===== config.mk =====
export PLATFORM = sky130hd
export DESIGN_NAME = unidade_controle_seed
export DESIGN_NICKNAME = d
export VERILOG_FILES = /design/src/rtl/seed_pkg.sv /design/src/rtl/unidade_controle_seed_temporizador.sv /design/src/rtl/unidade_controle_seed.sv
export SDC_FILE = /design/constraint.sdc
export NUM_CORES = 1
export LEC_CHECK = 0
export CORE_UTILIZATION = 50
export CTS_BUF_LIST = sky130_fd_sc_hd__clkbuf_8 sky130_fd_sc_hd__clkbuf_16
export DETAILED_ROUTE_END_ITERATION = 10
export PLACE_DENSITY = 0.75
export SLEW_MARGIN = 5
export SYNTH_ARGS = -nofsm -noshare
export SYNTH_HDL_FRONTEND = slang
export SYNTH_SLANG_ARGS = --single-unit

===== constraint.sdc =====
create_clock -name clock -period 1.9 [get_ports clock]
set_input_delay 0.285 -clock clock [delete_from_list [all_inputs] [get_ports clock]]
set_output_delay 0.285 -clock clock [all_outputs]
set_load 0.01 [all_outputs]

===== src/rtl/seed_pkg.sv =====
// Shared definitions for the seed-selection control unit: state codes,
// state width and the default length of the selection window.
package seed_pkg;

    localparam int STATE_W     = 3;
    localparam int TIMEOUT_DEF = 1000;

    typedef enum logic [STATE_W-1:0] {
        ST_INICIAL  = 3'd0,
        ST_PREPARA  = 3'd1,
        ST_ESCOLHE  = 3'd2,
        ST_REGISTRA = 3'd3,
        ST_PRONTO   = 3'd4
    } estado_t;

endpackage


===== src/rtl/unidade_controle_seed_temporizador.sv =====
// Saturating selection-window timer with synchronous clear and enable.
// Latency: count updates on the edge after enable; fim is decoded from the count register.
module temporizador_seed #(
    parameter  int TIMEOUT = seed_pkg::TIMEOUT_DEF,
    localparam int TW      = $clog2(TIMEOUT)
) (
    input  logic clock,
    input  logic reset,
    input  logic zera,
    input  logic conta,
    output logic fim
);

    localparam logic [TW-1:0] VALOR_MAX = TW'(TIMEOUT - 1);

    logic [TW-1:0] valor_q;
    logic [TW-1:0] valor_d;

    // Holds at VALOR_MAX so a late exit from the window cannot wrap back to zero.
    always_comb begin
        valor_d = valor_q;
        if (zera) begin
            valor_d = '0;
        end else if (conta && (valor_q != VALOR_MAX)) begin
            valor_d = valor_q + 1'b1;
        end
    end

    always_ff @(posedge clock) begin
        if (reset) begin
            valor_q <= '0;
        end else begin
            valor_q <= valor_d;
        end
    end

    assign fim = (valor_q == VALOR_MAX);

endmodule


===== src/rtl/unidade_controle_seed.sv =====
// Game-start seed selection sequencer: clears the seed counter, opens the selection window, loads the seed.
// Latency: one edge per state step; all outputs come from registers only, no input-to-output paths.
module unidade_controle_seed
    import seed_pkg::*;
#(
    parameter int TIMEOUT = TIMEOUT_DEF
) (
    input  logic               clock,
    input  logic               reset,
    input  logic               iniciar,
    input  logic               confirmar,
    input  logic               reiniciar,
    output logic               zera_CS,
    output logic               e_seed_reg,
    output logic               escolhendo,
    output logic               seed_pronta,
    output logic               timeout,
    output logic [STATE_W-1:0] db_estado
);

    estado_t estado_q;
    estado_t estado_d;
    logic    timeout_q;
    logic    timeout_d;
    logic    iniciar_ant_q;
    logic    confirmar_ant_q;
    logic    ini_borda;
    logic    conf_borda;
    logic    tmr_zera;
    logic    tmr_conta;
    logic    tmr_fim;

    // Previous samples reset high so a level already asserted at reset release is not an edge.
    assign ini_borda  = iniciar   & ~iniciar_ant_q;
    assign conf_borda = confirmar & ~confirmar_ant_q;

    temporizador_seed #(
        .TIMEOUT (TIMEOUT)
    ) u_temporizador (
        .clock (clock),
        .reset (reset),
        .zera  (tmr_zera),
        .conta (tmr_conta),
        .fim   (tmr_fim)
    );

    always_comb begin
        estado_d  = estado_q;
        timeout_d = timeout_q;
        tmr_zera  = 1'b0;
        tmr_conta = 1'b0;
        case (estado_q)
            ST_INICIAL: begin
                if (ini_borda) begin
                    estado_d = ST_PREPARA;
                end
            end
            ST_PREPARA: begin
                tmr_zera  = 1'b1;
                timeout_d = 1'b0;
                estado_d  = ST_ESCOLHE;
            end
            ST_ESCOLHE: begin
                tmr_conta = 1'b1;
                if (reiniciar) begin
                    estado_d = ST_PREPARA;
                end else if (conf_borda) begin
                    estado_d = ST_REGISTRA;
                end else if (tmr_fim) begin
                    estado_d  = ST_REGISTRA;
                    timeout_d = 1'b1;
                end
            end
            ST_REGISTRA: begin
                estado_d = ST_PRONTO;
            end
            ST_PRONTO: begin
                if (reiniciar) begin
                    estado_d = ST_PREPARA;
                end
            end
            default: begin
                estado_d  = ST_INICIAL;
                timeout_d = 1'b0;
            end
        endcase
    end

    always_ff @(posedge clock) begin
        if (reset) begin
            estado_q        <= ST_INICIAL;
            timeout_q       <= 1'b0;
            iniciar_ant_q   <= 1'b1;
            confirmar_ant_q <= 1'b1;
        end else begin
            estado_q        <= estado_d;
            timeout_q       <= timeout_d;
            iniciar_ant_q   <= iniciar;
            confirmar_ant_q <= confirmar;
        end
    end

    assign zera_CS     = (estado_q == ST_PREPARA);
    assign e_seed_reg  = (estado_q == ST_REGISTRA);
    assign escolhendo  = (estado_q == ST_ESCOLHE);
    assign seed_pronta = (estado_q == ST_PRONTO);
    assign timeout     = timeout_q;
    assign db_estado   = estado_q;

endmodule


After elaboration in Yosys (flattened, before gate mapping)
Cells that the tools add are included.
- input port bits: 5
- output and inout port bits: 8
- word-level logic and storage cells: 41
- flip-flop bits (word level): 16
- reductions and logical operators: 6
- bitwise gates (word level): 5
- eq/ne operators: 12
- $add $sub $neg: 1
- mux-type cells: 12
- operators with widths (operator ; number):
    3-bit two-way mux ; 5
    3-bit one-hot mux with 5 select lines ; 1
    10-bit by 1-bit adder with 10-bit output (second input constant) ; 1
    10-bit == test (second input constant) ; 1
    10-bit != test (second input constant) ; 1
    2-bit != test (second input constant) ; 4
    3-bit by 2-bit == test with 1-bit output (second input constant) ; 2
    1-bit two-way mux ; 5
    4-bit by 2-bit != test with 1-bit output (second input constant) ; 1
    4-bit AND reduction ; 1
    3-bit by 1-bit == test with 1-bit output (second input constant) ; 1
    3-bit == test (second input constant) ; 1
    3-bit logical NOT ; 1
    1-bit NOT ; 3
    3-bit AND reduction ; 1
    3-bit OR reduction ; 1
    1-bit bitwise AND ; 2
    2-bit by 1-bit != test with 1-bit output (second input constant) ; 1
    1-bit one-hot mux with 2 select lines ; 1
    2-bit OR reduction ; 1
    1-bit logical AND ; 1

Logic depth before layout (Yosys ltp)
- word-level depth: 5
- gate-level depth with buffers: 6
- gate-level depth less buffers: 5

Cells and area by module
A second synthesis with hierarchy kept.
- cells, all modules: 88
- area, all modules: 774.5 um2
- modules (own cells, without submodules) (module ; seq. area each (um2) ; times used ; area an instance (um2) ; cells each):
    temporizador_seed ; 200.2 ; 1 ; 505.5 ; 58
    unidade_controle_seed ; 120.1 ; 1 ; 269.0 ; 30

Worst setup path before layout
OpenSTA, ideal clock, no wires.
- path kind: reg-to-reg
- start point: register estado_q[1] (netlist: db_estado[1])
- end point: register u_temporizador.valor_q[6]
- library setup time: 0.071 ns
- setup slack: 0.239 ns
- required time: 1.829 ns
- clock period less this slack: 1.661 ns
- path buffers: 1
- cell stages (with the launch flop): 7
- arrival time: 1.591 ns
- cells stage by stage: dfxtp_1 > or3b_1 > buf_6 > clkinv_8 > o41ai_4 > or3_1 > a21oi_1
- longest elaborated chain between the ends: 3
- elaborated cells between the ends (all ways): 6
- classes of those cells: eq/ne (2); mux (2); reduce/logical (2)
- RTL lines (element ; line ; RTL):
    from (decl) ; unidade_controle_seed.sv:21 ; estado_t estado_q;
    from (signal assigned) ; unidade_controle_seed.sv:96 ; estado_q <= estado_d;
    3-bit by 2-bit == test with 1-bit output ; - ;
    named net escolhendo ; unidade_controle_seed.sv:15 ; output logic escolhendo,
    1-bit two-way mux ; unidade_controle_seed.sv:52 ; case (estado_q)
    1-bit logical AND ; unidade_controle_seed_temporizador.sv:24 ; end else if (conta && (valor_q != VALOR_MAX)) begin
    to (signal assigned) ; unidade_controle_seed_temporizador.sv:33 ; valor_q <= valor_d;
    to (decl) ; unidade_controle_seed_temporizador.sv:16 ; logic [TW-1:0] valor_q;
The timed path passes the listed nets, and every way through them passes these cells.
A chain may end at the register's enable or synchronous reset.

Worst setup path in the final report
- start point: register estado_q[1] (netlist: db_estado[1])
- end point: output seed_pronta
- longest elaborated chain between the ends: 1
- RTL lines (element ; line ; RTL):
    3-bit == test ; unidade_controle_seed.sv:106 ; assign seed_pronta = (estado_q == ST_PRONTO);
    to (decl) ; unidade_controle_seed.sv:16 ; output logic seed_pronta,
No other way between the ends.

==> PnR_summary.wiki <==
{| class="wikitable"
! Metric !! Value
|-
| Outcome || completed
|-
| Syn_area_per_cell || 9.13 sq um
|-
| Number of pins exceeding their max-slew limit in the final report || 0
|-
| Yosys warnings || 0
|-
| Maximum number of buffers from clock root to sink || 2
|-
| Number of endpoints failing setup at the final stage || 0
|-
| Switching portion of total power || 20.1%
|-
| Worst Skew || about 0.0018 ns
|-
| First-pass DRT Iterations || 4
|-
| Post-route setup slack || between 0.1 and 0.15 ns
|-
| Sequential fraction of the synthesis area || between 40% and 50%
|-
| Synthesized net count || 90
|-
| Quantity of I/O buffers inserted on ports || 12
|-
| Die Area || 0.00169 sq mm
|-
| Setup Slack @ Placement || 0.158 ns
|-
| Antenna violations before repair || 0
|-
| Sequential share of power || 53.5%
|-
| Final wirelength || between 1 and 1.5 mm
|-
| HPWL after DPL || 1.05 mm
|-
| Worst min-delay path class || reg -> reg
|-
| Crit-path max cell delay || 0.54 ns
|-
| First-pass GRT wire length || 2.11 mm
|-
| I/O pin cnt || 13
|-
| Setup TNS after final layout || 0 ns
|-
| Share of total power in combinational logic || 9.3%
|-
| Antenna Diode Count || 0
|-
| Clock Root Buffer || sky130_fd_sc_hd__clkbuf_8
|-
| Number of DRC violations after detailed-routing iteration 0 || 11
|-
| Residual DRC || 0
|-
| Endpoint class of the critical path || primary output
|-
| Critical path fanouts, max || 8
|-
| Total standard cell area after synthesis || 767 sq um
|-
| Ratio of final minimum period to clock period || 94.5%
|-
| Critical Path Source Type || flop
|-
| Routed via count || 625
|-
| Cell leakage power || 0.374 nW
|-
| Total number of clock tree sinks || 16
|-
| # Max-Cap Violations || 0
|-
| F_max || 0.557 GHz
|-
| Worst path buffer plus inverter count || 2
|-
| Placeable core region || 0.00137 sq mm
|-
| Actual transition at the worst max-transition pin || ~0.54 ns
|-
| Reg area || 320 sq um
|-
| Per-cell via count in the routed design || 5.34
|-
| Share of layout cells above drive strength 1 || 16.7%
|-
| Worst endpoint required time || 1.62 ns
|-
| Initial Utilization || between 50 and 60%
|-
| Residual overflow from global routing || 0
|-
| Slowest cell on crit path || sky130_fd_sc_hd__clkdlybuf4s50_1
|-
| Clock-pin slew of the registers on the worst-case setup and hold paths || 0.05 ns
|-
| CTS buffer count || 3
|-
| Post-Syn Instances || 84
|-
| Dominant delay contributor by cell family on the critical path || buffers and inverters
|-
| Combined global-route utilization of all metal layers || a little under 20%
|-
| Arrival time reported for the critical path endpoint || 1.51 ns
|-
| Synth-to-Final Area Change || 27.7%
|-
| Count of filler cells inserted in the layout || 113
|-
| Total power divided by cell area || ~660 mW/mm^2
|-
| Int Power || 0.000514 W
|-
| WL/cell || 12.4 um
|-
| Remaining number of nets flagged by the antenna check after routing || 0
|-
| Die extent in x || 41.2 um
|-
| Nets || 110
|-
| Remaining max-slew budget at the tightest pin || 63.9%
|-
| Area of combinational cells with multiple inputs || 415 sq um
|-
| Source-to-sink clock delay at the later pin of the worst-skew pair || between 0.2 and 0.25 ns
|-
| Unrepaired setup endpoints after global routing || false
|-
| Final weighted congestion of routability-driven global placement || 0.793
|-
| Fin crit period || between 1.5 and 2 ns
|-
| Peak supply drop || slightly above 500 uV
|-
| TritonCTS clock tree || yes
|-
| Maximum number of pins on one net before global-route repair || 11
|-
| List of cells traversed by the critical path || buf_4 -> nand2b_1 -> nor2_1 -> clkdlybuf4s50_1
|-
| Die extent in y || roughly 41 um
|-
| Psw || 0.000129 W
|-
| Vias in the first global route || roughly 500
|-
| Relative contribution of the clock network to total power || 37.2%
|-
| Cell Rows || 13
|-
| Fin. Hold Viols || 0
|-
| Synth Register Bits || 16
|-
| CP Class || reg -> out
|-
| Netlist cell types || 31
|-
| H-tree depth || 1
|}
worst paths after layout:
kind / start / end / slack (ns) / depth (start not counted)
worst max-delay path: db_estado[1] / seed_pronta / 0.11 / 4
worst min-delay path: timeout / timeout / 0.49 / 2
worst max register to register: u_temporizador.valor_q[0] / u_temporizador.valor_q[1] / 0.17 / 5
worst min register to register: timeout / timeout / 0.49 / 2
per-layer routing:
metal | track usage (%) | part of all wire [%] | vias up
met4 | 7.26 | 0 | 0
met3 | 9.78 | 3.6 | 0
met2 | 27.0 | 43 | 9
li1 | - | - | 336
met5 | 0 | 0 | -
met1 | 26.7 | 54 | 280
power groups by stage:
stage | Clock [W] | Sequential (W) | Combinational, W
global placement | 0 | 0.000351 | 0.0000571
CTS | 0.000248 | 0.000344 | 0.0000594
detailed placement | 0 | 0.000351 | 0.0000573
finish | 0.000239 | 0.000344 | 0.0000596
global route | 0.000265 | 0.000344 | 0.0000642
floorplan | 0 | 0.000354 | 0.0000274
cell usage after synthesis:
cell,instances,share of area [%]
sky130_fd_sc_hd__nor4_1,5,4.1
sky130_fd_sc_hd__mux2i_1,1,1.3
sky130_fd_sc_hd__nand3_1,2,1.3
sky130_fd_sc_hd__ha_1,1,1.6
sky130_fd_sc_hd__o21ba_2,1,1.3
sky130_fd_sc_hd__o41ai_4,1,3.6
sky130_fd_sc_hd__nor3b_1,1,0.98
sky130_fd_sc_hd__a21oi_1,4,2.6
sky130_fd_sc_hd__clkbuf_1,1,0.49
sky130_fd_sc_hd__or2_2,4,3.3
sky130_fd_sc_hd__nand2b_1,3,2.4
sky130_fd_sc_hd__dfxtp_1,16,42
sky130_fd_sc_hd__buf_6,1,1.5
sky130_fd_sc_hd__nand3b_1,1,0.98
sky130_fd_sc_hd__nand2_1,7,3.4
sky130_fd_sc_hd__xnor2_1,4,4.6
sky130_fd_sc_hd__a211oi_1,1,0.98
sky130_fd_sc_hd__clkinv_8,1,2.1
sky130_fd_sc_hd__or3_1,2,1.6
sky130_fd_sc_hd__and3b_1,1,1.1
sky130_fd_sc_hd__nand4_1,2,1.6
sky130_fd_sc_hd__nor2b_1,1,0.82
sky130_fd_sc_hd__nor3_1,5,3.3
sky130_fd_sc_hd__or3b_1,1,1.1
sky130_fd_sc_hd__and4b_1,1,1.3
sky130_fd_sc_hd__nand4b_1,1,1.1
sky130_fd_sc_hd__inv_1,2,0.98
sky130_fd_sc_hd__o21ai_0,2,1.3
sky130_fd_sc_hd__nor2_1,8,3.9
sky130_fd_sc_hd__xor2_1,2,2.3
sky130_fd_sc_hd__o22a_1,1,1.1
layout by cell type (no fill, tap or decap), drive strengths merged:
cell type      instances
nand2                  7
or3                    2
ha                     1
xor2                   2
o41ai                  1
o21ba                  1
clkbuf                 3
nor4                   5
nand3                  2
nor2                   8
nand4                  2
nand3b                 1
a21oi                  4
buf                    5
or2                    4
nand2b                 3
dfxtp                 16
inv                    2
clkinv                 1
nand4b                 1
and4b                  1
clkdlybuf4s50         11
o22a                   1
dlymetal6s2s           1
and3b                  1
a211oi                 1
nor3b                  1
mux2i                  1
or3b                   1
nor2b                  1
xnor2                  4
nor3                   5
o21ai                  2
cell type report:
class / count / share of cell area, %
well taps: 15 / 1.92
clock buffers: 3 / 4.21
flip-flops and latches: 16 / 32.7
repair buffers: 17 / 16.3
inverters: 3 / 2.43
multi-input cells: 63 / 42.4
flip-flops by register name, summed over array words and instances, names as in the netlist:
| register | count |
|---|---|
| u_temporizador.valor_q | 10 |
| db_estado | 3 |
| confirmar_ant_q | 1 |
| iniciar_ant_q | 1 |
| timeout | 1 |
what timing repair did:
item	in CTS	in global routing
gates resized for setup	1	2
pin swaps	1	0
setup buffers	1	0
hold buffers	0	0
setup endpoints to repair	1	2
metrics by stage:
| step | util, % | hold slack, ns | instances | area [sq um] | total power (W) |
|---|---|---|---|---|---|
| floorplan | - | 0.358 | 84 | 767 | 0.000381 |
| global placement | 67.4 | 0.477 | 113 | 921 | 0.000408 |
| detailed placement | 67.4 | 0.486 | 113 | 921 | 0.000408 |
| CTS | 71.2 | 0.495 | 117 | 972 | 0.000652 |
| global route | 71.7 | 0.532 | 117 | 980 | 0.000673 |
| finish | 71.7 | 0.493 | 117 | 980 | 0.000643 |
worst reg2reg max path, cell delays in order, from the launching register on:
cell and delay, ns:
sky130_fd_sc_hd__dfxtp_1 0.36, sky130_fd_sc_hd__ha_1 0.22, sky130_fd_sc_hd__nand2_1 0.14, sky130_fd_sc_hd__o41ai_4 0.59
sky130_fd_sc_hd__mux2i_1 0.26, sky130_fd_sc_hd__nor2_1 0.05
logic make-up after synthesis:
kind of cell               Yosys count  share of synthesized area, %
and+or+nand+nor                     45                          32.5
AOI/OAI and AO/OA                   10                          10.9
muxes                                1                          1.31
xor gates and xnor gates             6                          6.85
adders and majority gates            1                          1.63
DFF                                 16                          41.8
buffers and inverters                5                          5.06
Power figures use the tool's default switching activity.
